[src/rtl/ser8_pkg.sv]
// Shared definitions for the 8-bit serial transmitter: word width, default
// patterns, state encoding and a saturating counter helper.
package ser8_pkg;

  localparam int WORD_W = 8;

  localparam logic [WORD_W-1:0] DEF_TRAIN_PAT = 8'h5C;
  localparam logic [WORD_W-1:0] DEF_IDLE_PAT  = 8'h00;

  typedef enum logic [1:0] {
    ST_IDLE  = 2'd0,
    ST_TRAIN = 2'd1,
    ST_DATA  = 2'd2
  } ser8_state_e;

  function automatic logic [15:0] satInc16(input logic [15:0] v);
    return (v == 16'hFFFF) ? v : v + 16'd1;
  endfunction

endpackage

[src/rtl/ser8_shift.sv]
// LSB-first shift register with a free-running bit counter; a new word loads
// on the edge where the counter reads 7 (the word boundary).
module ser8_shift
  import ser8_pkg::*;
(
  input  logic              i_pclk,
  input  logic              i_resetn,
  input  logic [WORD_W-1:0] i_word,
  output logic              o_dout,
  output logic              o_sof,
  output logic              o_boundary
);

  logic [WORD_W-1:0] r_sreg;
  logic [2:0]        r_bitCnt;
  logic              r_sof;

  // Counter resets to 7 so the first edge after reset is already a boundary.
  assign o_boundary = (r_bitCnt == 3'd7);

  always_ff @(posedge i_pclk or negedge i_resetn) begin
    if (!i_resetn) begin
      r_sreg   <= '0;
      r_bitCnt <= 3'd7;
      r_sof    <= 1'b0;
    end else begin
      r_bitCnt <= r_bitCnt + 3'd1;
      r_sof    <= o_boundary;
      if (o_boundary) begin
        r_sreg <= i_word;
      end else begin
        r_sreg <= {1'b0, r_sreg[WORD_W-1:1]};
      end
    end
  end

  assign o_dout = r_sreg[0];
  assign o_sof  = r_sof;

endmodule

[src/rtl/ser8_tx.sv]
// 8-bit serial transmitter: one-entry hold register, IDLE/TRAIN/DATA word
// selection at word boundaries. Optional status counters with SER8_TX_STATUS_EN.
module ser8_tx
  import ser8_pkg::*;
#(
  parameter logic [WORD_W-1:0] TRAIN_PAT   = DEF_TRAIN_PAT,
  parameter logic [WORD_W-1:0] IDLE_PAT    = DEF_IDLE_PAT,
  parameter int                TRAIN_WORDS = 16
) (
  input  logic              pclk,
  input  logic              resetn,
  input  logic [WORD_W-1:0] din,
  input  logic              din_valid,
  output logic              din_ready,
  input  logic              train,
  output logic              dout,
  output logic              dout_sof,
  output logic [1:0]        state
`ifdef SER8_TX_STATUS_EN
  ,
  output logic [15:0]       word_cnt,
  output logic [15:0]       underrun_cnt
`endif
);

  localparam logic [7:0] TRAIN_WORDS_C = 8'(TRAIN_WORDS);

  ser8_state_e       r_state;
  ser8_state_e       w_stateNxt;
  logic [WORD_W-1:0] r_hold;
  logic              r_holdValid;
  logic              r_trainReq;
  logic [7:0]        r_trainCnt;
  logic [WORD_W-1:0] w_loadWord;
  logic              w_boundary;
  logic              w_accept;

  // Gated by resetn so the block never advertises ready while held in reset.
  assign din_ready = !r_holdValid && resetn;
  assign w_accept  = din_valid && !r_holdValid;
  assign state     = r_state;

  ser8_shift u_shift (
    .i_pclk     (pclk),
    .i_resetn   (resetn),
    .i_word     (w_loadWord),
    .o_dout     (dout),
    .o_sof      (dout_sof),
    .o_boundary (w_boundary)
  );

  always_ff @(posedge pclk or negedge resetn) begin
    if (!resetn) begin
      r_state <= ST_IDLE;
    end else begin
      r_state <= w_stateNxt;
    end
  end

  // A latched train request means a one-cycle pulse mid-word still starts
  // training at the next boundary; the current word is never disturbed.
  always_comb begin
    w_stateNxt = r_state;
    w_loadWord = IDLE_PAT;
    if (w_boundary) begin
      if (train || r_trainReq) begin
        w_stateNxt = ST_TRAIN;
      end else if (r_state == ST_TRAIN && r_trainCnt < TRAIN_WORDS_C) begin
        w_stateNxt = ST_TRAIN;
      end else if (r_holdValid) begin
        w_stateNxt = ST_DATA;
      end else begin
        w_stateNxt = ST_IDLE;
      end
    end
    case (w_stateNxt)
      ST_TRAIN: w_loadWord = TRAIN_PAT;
      ST_DATA:  w_loadWord = r_hold;
      default:  w_loadWord = IDLE_PAT;
    endcase
  end

  always_ff @(posedge pclk or negedge resetn) begin
    if (!resetn) begin
      r_hold      <= '0;
      r_holdValid <= 1'b0;
    end else if (w_boundary && w_stateNxt == ST_DATA) begin
      r_holdValid <= 1'b0;
    end else if (w_accept) begin
      r_hold      <= din;
      r_holdValid <= 1'b1;
    end
  end

  always_ff @(posedge pclk or negedge resetn) begin
    if (!resetn) begin
      r_trainReq <= 1'b0;
      r_trainCnt <= 8'd0;
    end else begin
      if (w_boundary) begin
        r_trainReq <= 1'b0;
      end else if (train) begin
        r_trainReq <= 1'b1;
      end
      if (w_boundary) begin
        if (w_stateNxt != ST_TRAIN) begin
          r_trainCnt <= 8'd0;
        end else if (r_state != ST_TRAIN) begin
          r_trainCnt <= 8'd1;
        end else if (r_trainCnt != 8'hFF) begin
          r_trainCnt <= r_trainCnt + 8'd1;
        end
      end
    end
  end

`ifdef SER8_TX_STATUS_EN
  logic [15:0] r_wordCnt;
  logic [15:0] r_underrunCnt;

  // An underrun is an idle word loaded straight after a data word.
  always_ff @(posedge pclk or negedge resetn) begin
    if (!resetn) begin
      r_wordCnt     <= 16'd0;
      r_underrunCnt <= 16'd0;
    end else if (w_boundary) begin
      if (w_stateNxt == ST_DATA) begin
        r_wordCnt <= satInc16(r_wordCnt);
      end
      if (w_stateNxt == ST_IDLE && r_state == ST_DATA) begin
        r_underrunCnt <= satInc16(r_underrunCnt);
      end
    end
  end

  assign word_cnt     = r_wordCnt;
  assign underrun_cnt = r_underrunCnt;
`endif

endmodule

[config.mk]
export PLATFORM = sky130hd
export DESIGN_NAME = ser8_tx
export DESIGN_NICKNAME = d
export VERILOG_FILES = /design/src/rtl/ser8_pkg.sv /design/src/rtl/ser8_shift.sv /design/src/rtl/ser8_tx.sv
export SDC_FILE = /design/constraint.sdc
export NUM_CORES = 1
export LEC_CHECK = 0
export ABC_AREA = 1
export CAP_MARGIN = 20
export CORE_MARGIN = 3
export CORE_UTILIZATION = 49
export CTS_CLUSTER_SIZE = 14
export DETAILED_ROUTE_END_ITERATION = 10
export GPL_ROUTABILITY_DRIVEN = 1
export HOLD_SLACK_MARGIN = 0.15
export PLACE_DENSITY = 0.74
export SLEW_MARGIN = 10
export SYNTH_ARGS = -nofsm -noshare
export SYNTH_HDL_FRONTEND = slang
export SYNTH_HIERARCHICAL = 1
export SYNTH_SLANG_ARGS = --single-unit
[constraint.sdc]
create_clock -name pclk -period 2 [get_ports pclk]
set_input_delay 0.4 -clock pclk [delete_from_list [all_inputs] [get_ports pclk]]
set_output_delay 0.4 -clock pclk [all_outputs]
set_load 0.02 [all_outputs]
# --- Word level (Yosys, flattened, before mapping) ---
# Cells that the tools add are included.
totals:
  register_bits: 32
  out_inout_bits: 5
  word_cells: 43
  input_bits: 12
op_classes:
  reduce_logical: 11
  order_cmp: 1
  muxes: 13
  n_eq_ne: 7
  add_sub_neg: 2
  n_bitwise: 1
op_table:
  columns: ["cell", "n"]
  rows:
  - ["8-bit 2-to-1 mux", 4]
  - ["8-bit one-hot mux with 2 select lines", 1]
  - ["8-bit by 1-bit adder with 8-bit output (second input constant)", 1]
  - ["8-bit by 5-bit less-than comparator with 1-bit output (second input constant)", 1]
  - ["2-bit 2-to-1 mux", 4]
  - ["8-bit inequality test (second input constant)", 1]
  - ["2-bit by 1-bit == test with 1-bit output (second input constant)", 2]
  - ["1-bit logical AND", 4]
  - ["1-bit 2-to-1 mux", 4]
  - ["2-bit by 1-bit inequality test with 1-bit output (second input constant)", 2]
  - ["2-bit AND reduction", 2]
  - ["2-bit nonzero test", 2]
  - ["3-bit by 1-bit adder with 3-bit output (second input constant)", 1]
  - ["3-bit == test (second input constant)", 1]
  - ["3-bit nonzero test", 1]
  - ["2-bit == test (second input constant)", 1]
  - ["1-bit zero test", 1]
  - ["1-bit logical OR", 1]
  - ["1-bit NOT", 1]

# --- Logic depth before layout (Yosys ltp) ---
# Gate-level depths: netlist (run 1).
logic_depth:
  depth_word: 9
  ltp_mapped: 13
  mapped_depth_nobuf: 13

# --- Cells and area by module ---
# Netlist (run 1), hierarchy kept.
modules_own_cells:
  columns: ["mod", "seq_area_each_um2", "instances", "cells_each", "area_each_um2"]
  rows:
  - ["ser8_tx", 500.5, 1, 144, 1124.8]
  - ["ser8_shift", 304.0, 1, 40, 434.2]

# --- Worst setup path after synthesis (run 1) ---
# Ideal clock, no wire load.
synth_timing:
  path_type: "flip-flop to flip-flop"
  startpoint: "reg u_shift.r_bitCnt[0]"
  endpoint: "reg r_hold[0]"
  required_time_ns: 1.874
  path_buffers: 3
  stages_incl_launch_ff: 12
  t_arrival_ns: 2.069
  synth_period_minus_slack_ns: 2.195
  setup_ns: 0.126
  path_slack_ns: -0.195
  path_cell_list: "dfstp_2 -> ha_1 -> ha_1 -> buf_2 -> o21ai_0 -> ha_1 -> buf_2 -> nand2_2 -> nand3b_4 -> buf_6 -> nand2_1 -> o21ai_0"
synth_between:
  elab_chain_len: 6
synth_lines:
  columns: ["item", "line_no", "rtl"]
  rows:
  - ["from (decl)", "ser8_shift.sv:15", "logic [2:0] r_bitCnt;"]
  - ["from (signal assigned)", "ser8_shift.sv:27", "r_bitCnt <= r_bitCnt + 3'd1;"]
  - ["3-bit == test *", "ser8_shift.sv:19", "assign o_boundary = (r_bitCnt == 3'd7);"]
  - ["via w_boundary", "ser8_tx.sv:35", "logic w_boundary;"]
  - ["2-bit 2-to-1 mux", "ser8_tx.sv:65", "if (w_boundary) begin"]
  - ["2-bit == test", "ser8_tx.sv:87", "end else if (w_boundary && w_stateNxt == ST_DATA) begin"]
  - ["1-bit logical AND *", "ser8_tx.sv:87", null]
  - ["1-bit NOT (no source line) *", null, null]
  - ["2-bit AND reduction (no source line) *", null, null]
  - ["to (signal assigned)", "ser8_tx.sv:90", "r_hold <= din;"]
  - ["to (decl)", "ser8_tx.sv:30", "logic [WORD_W-1:0] r_hold;"]
# Mark *: on every way through the listed nets, which the timed path passes. The rest lies on a longest branch.
# A chain may end at the register's enable or synchronous reset.

# --- Worst setup path after layout (run 1) ---
layout_timing:
  startpoint: "reg u_shift.r_bitCnt[0]"
  endpoint: "reg r_trainCnt[7]"
layout_between:
  elab_chain_len: 5
  elab_cells_between_ends: 6
  cone_classes: "eq/ne: 2; mux: 2; reduce/logical: 2"
layout_lines:
  columns: ["item", "line_no", "rtl"]
  rows:
  - ["3-bit == test *", "ser8_shift.sv:19", null]
  - ["via w_boundary", "ser8_tx.sv:35", null]
  - ["2-bit 2-to-1 mux *", "ser8_tx.sv:65", null]
  - ["via w_stateNxt[0]", "ser8_tx.sv:29", "ser8_state_e w_stateNxt;"]
  - ["2-bit by 1-bit inequality test with 1-bit output *", "ser8_tx.sv:106", "if (w_stateNxt != ST_TRAIN) begin"]
  - ["3-bit nonzero test (no source line)", null, null]
  - ["2-bit AND reduction (no source line)", null, null]
  - ["to (signal assigned)", "ser8_tx.sv:111", "r_trainCnt <= r_trainCnt + 8'd1;"]
  - ["to (decl)", "ser8_tx.sv:33", "logic [7:0] r_trainCnt;"]
# Marked as above.

==> run_results.csv, run 1 <==
group,metric,value,unit
floorplan,i_o_pin_count,17,
critical_path,worst-endpoint-arrival,2.16,ns
logic_synthesis,postSynthCellCount,184,
floorplan,fp.dieArea,3894,sq um
critical_path,timing.critical_path.slowest_stage_cell,"sky130_fd_sc_hd__dfstp_2",
worst_hold_path,min_path_type,"flop to flop",
logic_synthesis,yosysWarningCount,6,
floorplan,die_h,62.41,um
critical_path,worst_path_largest_cell_delay,0.57,ns
flow_run,maxCapViolCount,0,
final_layout,layout_commonest_cell,"sky130_fd_sc_hd__nand2_1",
critical_path,cp_num_cells,13,
clock_tree,h-tree-depth,2,
clock_tree,cts.path.max_buffers,2,
power,static-leakage-power,0.9898,nW
route,drtIter0Drc,99,
logic_synthesis,ys_seq_elements,32,
logic_synthesis,dominantRegCellSynth,"sky130_fd_sc_hd__dfrtp_1",
route,routedWlPerCell,10.86,um
sta,layout_worst_path_cycle_share,96.56,%
global_routing,antenna_found_initial,0,
global_routing,grt_overflow_total,0,
logic_synthesis,count_of_unique_library_cells_instantiated_by_yosys,26,
power,p_total,0.001240,W
critical_path,ordered_list_of_cells_on_the_worst_path,"ha_4 > ha_4 > nand3_1 > o21ai_2 > inv_1 > ha_4 > inv_2 > nor2_8 > buf_4 > nand2_1 > nand3_1 > nand2_1 > nand2_1",
floorplan,fp.dieW,62.41,um
critical_path,setup.worst_path.start_class,"flop",
critical_path,ff2ff_path_depth,13,
place,buffer_ports.inserted,16,
critical_path,critical_path_class,"flop to flop",
place,routability_driven_placement_congestion_ratio,0.8194,
sta,post-route-min-period,1.931,ns
place,hpwlAfterDp,1.941,mm
sta,finalClockSkew,0.01099,ns
clock_tree,cts.sink_count,32,
logic_synthesis,synthTopCellsByArea,"sky130_fd_sc_hd__dfrtp_1 47%, sky130_fd_sc_hd__nand2_1 17%, sky130_fd_sc_hd__inv_1 5.8%",
logic_synthesis,syn_std_cell_area,1559,sq um
sta,setup_violations,0,
logic_synthesis,synth.yosys.seq_area_share,51.61,%
critical_path,path_delay_family,"flip-flops",
logic_synthesis,asyncSetResetFlopFracSynth,100.0,%
critical_path,worst_path_fanout_max,6,
final_layout,layout-drive-gt1-share,17.45,%
floorplan,floorplan.initialDensity,53.75,%
critical_path,worst_setup_path_endpoint,"r_trainCnt[7]",
floorplan,fp-row-count,19,
logic_synthesis,synth_enable_flop_cells,0,
critical_path,critical_path.reg2reg.startpoint,"u_shift/r_bitCnt[0]",
critical_path,critical_path_required,2.23,ns
final_layout,layout-area-overhead-vs-synth,23.03,%
outcome,status,"finished, final reports clean",
global_routing,grt_pass1_vias,1108,
logic_synthesis,yosys.area.top_type_share,46.55,%
logic_synthesis,mappedNetlistNets,201,
critical_path,critical_path.n_buffers_inverters,3,
route,route.antenna.remaining_nets,0,
sta,achievable_frequency,517.8,MHz
clock_tree,insertion_delay,0.32,ns
power,power.density_cell_area,646.6,nW/um^2
clock_tree,numCtsBuffers,5,
global_routing,wire_length_of_the_first_global_routing_pass,4.802,mm
route,vias_cell,4.665,
logic_synthesis,synth_area_leader_cell,"sky130_fd_sc_hd__dfrtp_1",
critical_path,worst_r2r_endpoint,"r_trainCnt[7]",
route,drc,0,
critical_path,cp-end-kind,"flop",
sta,timing.final.max_slew_violations,0,
clock_tree,cts_hold_fix_bufs,0,
route,num_vias,1185,
route,wire_length_after_detailed_routing,2.758,mm
clock_tree,cts_tree,"yes",
critical_path,crit_start,"u_shift/r_bitCnt[0]",
critical_path,r2r_slack,0.07,ns
clock_tree,path_clk_slew,0.10,ns
route,firstDrtPassIters,4,
sta,worst_slew_margin_rel,73.46,%
sta,worst-slew-pin-transition,0.3981,ns
clock_tree,clock_tree.root_cell,"sky130_fd_sc_hd__clkbuf_4",
sta,hold_viol_final,0,
final_layout,antenna_cells,0,
logic_synthesis,syn_avg_cell_area,8.473,sq um
final_layout,most-common-layout-cells,"69 x sky130_fd_sc_hd__nand2_1, 29 x sky130_fd_sc_hd__dfrtp_1, 23 x sky130_fd_sc_hd__inv_1",
global_routing,grtUsageTotal,15.53,%
final_layout,final_util,66.13,%
global_routing,grt_start_max_net_pins,33,
final_layout,fill_cells,253,
power,max-vdd-ir-drop,611.7,uV
final_layout,finish.net_count,229,
floorplan,core_area,2900,sq um
==> cells by family after synthesis <==
group                    count (synthesis)  share of synthesized area [%]
adder cells (fa/ha/maj)                  5                          4.013
AND/OR/NAND/NOR                         94                          28.01
XOR/XNOR                                 2                          1.124
flip-flops                              32                          51.61
AO/OA/AOI/OAI                           20                          6.661
buffers and inverters                   31                          8.588
==> flip-flops by register name, summed over array words and instances (netlist names) <==
| signal | cells |
|---|---|
| u_shift/o_sof | 1 |
| r_trainReq | 1 |
| r_trainCnt | 8 |
| r_holdValid | 1 |
| u_shift/r_bitCnt | 3 |
| state | 2 |
| u_shift/r_sreg | 8 |
| r_hold | 8 |
==> metrics by stage <==
stage               std cells  cell area, sq um  hold WS (ns)  setup slack, ns  setup TNS (ns)
floorplan                 184              1583        0.1044        0.0005076               0
global placement          245              1807        0.4250         -0.07978         -0.2690
detailed placement        245              1807        0.4332         -0.08097         -0.4159
CTS                       252              1871        0.4519        0.0007776               0
global route              254              1918        0.4728         -0.03611         -0.1607
finish                    254              1918        0.4525          0.06877               0
==> worst min-delay path by stage <==
| stage | cells past startpoint | start | slack (ns) | endpoint |
|---|---|---|---|---|
| after floorplan | 0 | resetn | 0.10 | r_holdValid |
| after global placement | 1 | u_shift/r_bitCnt[0] | 0.42 | u_shift/r_bitCnt[0] |
| after detailed placement | 2 | u_shift/r_sreg[3] | 0.43 | u_shift/r_sreg[2] |
| after CTS | 2 | u_shift/r_sreg[3] | 0.45 | u_shift/r_sreg[2] |
| after global routing | 2 | u_shift/r_sreg[3] | 0.47 | u_shift/r_sreg[2] |
| final | 2 | u_shift/r_sreg[3] | 0.45 | u_shift/r_sreg[2] |
==> worst min-delay path, cell delays in order (launching register included) <==
cell and delay, ns:
sky130_fd_sc_hd__dfrtp_1 0.33, sky130_fd_sc_hd__nand2_1 0.05, sky130_fd_sc_hd__nand2_1 0.05
==> cells in the mapped netlist (2+ instances only) <==
| library cell | count |
|---|---|
| sky130_fd_sc_hd__inv_2 | 3 |
| sky130_fd_sc_hd__ha_1 | 5 |
| sky130_fd_sc_hd__nor2_1 | 9 |
| sky130_fd_sc_hd__buf_6 | 2 |
| sky130_fd_sc_hd__nand3_1 | 5 |
| sky130_fd_sc_hd__dfrtp_1 | 29 |
| sky130_fd_sc_hd__nand4_1 | 2 |
| sky130_fd_sc_hd__o21ai_0 | 8 |
| sky130_fd_sc_hd__dfstp_2 | 3 |
| sky130_fd_sc_hd__nand2_1 | 70 |
| sky130_fd_sc_hd__inv_1 | 24 |
| sky130_fd_sc_hd__a21oi_1 | 5 |
| sky130_fd_sc_hd__buf_2 | 2 |
| sky130_fd_sc_hd__o21ai_1 | 5 |
==> final cells by class <==
type                            count  area [sq um]  share of cell area [%]
Timing Repair Buffer               25         226.5                   11.81
Tap cell                           42         52.55                   2.740
Sequential cell                    32         804.5                   41.94
Multi-Input combinational cell    121         668.1                   34.83
Clock buffer                        7         65.06                   3.392
Inverter                           27         101.3                   5.284
==> layer usage <==
layer,vias to the layer above,GRT usage [%],part of all wire (%)
li1,622,-,-
met1,534,19.56,45
met2,27,24.90,49
met3,2,5.036,5.3
met4,0,5.785,0.65
met5,-,0,0
==> power by group <==
part | switching, W | internal (W)
Sequential | 0.0000324 | 0.000705
Combinational | 0.0000505 | 0.0000518
Clock | 0.000201 | 0.000199
Total | 0.000284 | 0.000956
==> repair_timing <==
item	in CTS	in global routing
setup endpoints to repair	1	19
gates resized for setup	1	7
pin swaps	0	4
buffers inserted	0	2
No activity file was read; power rests on OpenSTA's default activity.
==> inputs of run 2 (changes only) <==
--- a/config.mk
+++ b/config.mk
@@ -19,3 +19,4 @@
 export SYNTH_HDL_FRONTEND = slang
 export SYNTH_HIERARCHICAL = 1
 export SYNTH_SLANG_ARGS = --single-unit
+export TNS_END_PERCENT = 1
==> results of run 2 <==
No change in the layout: final DEF, timing and power equal those of run 1.
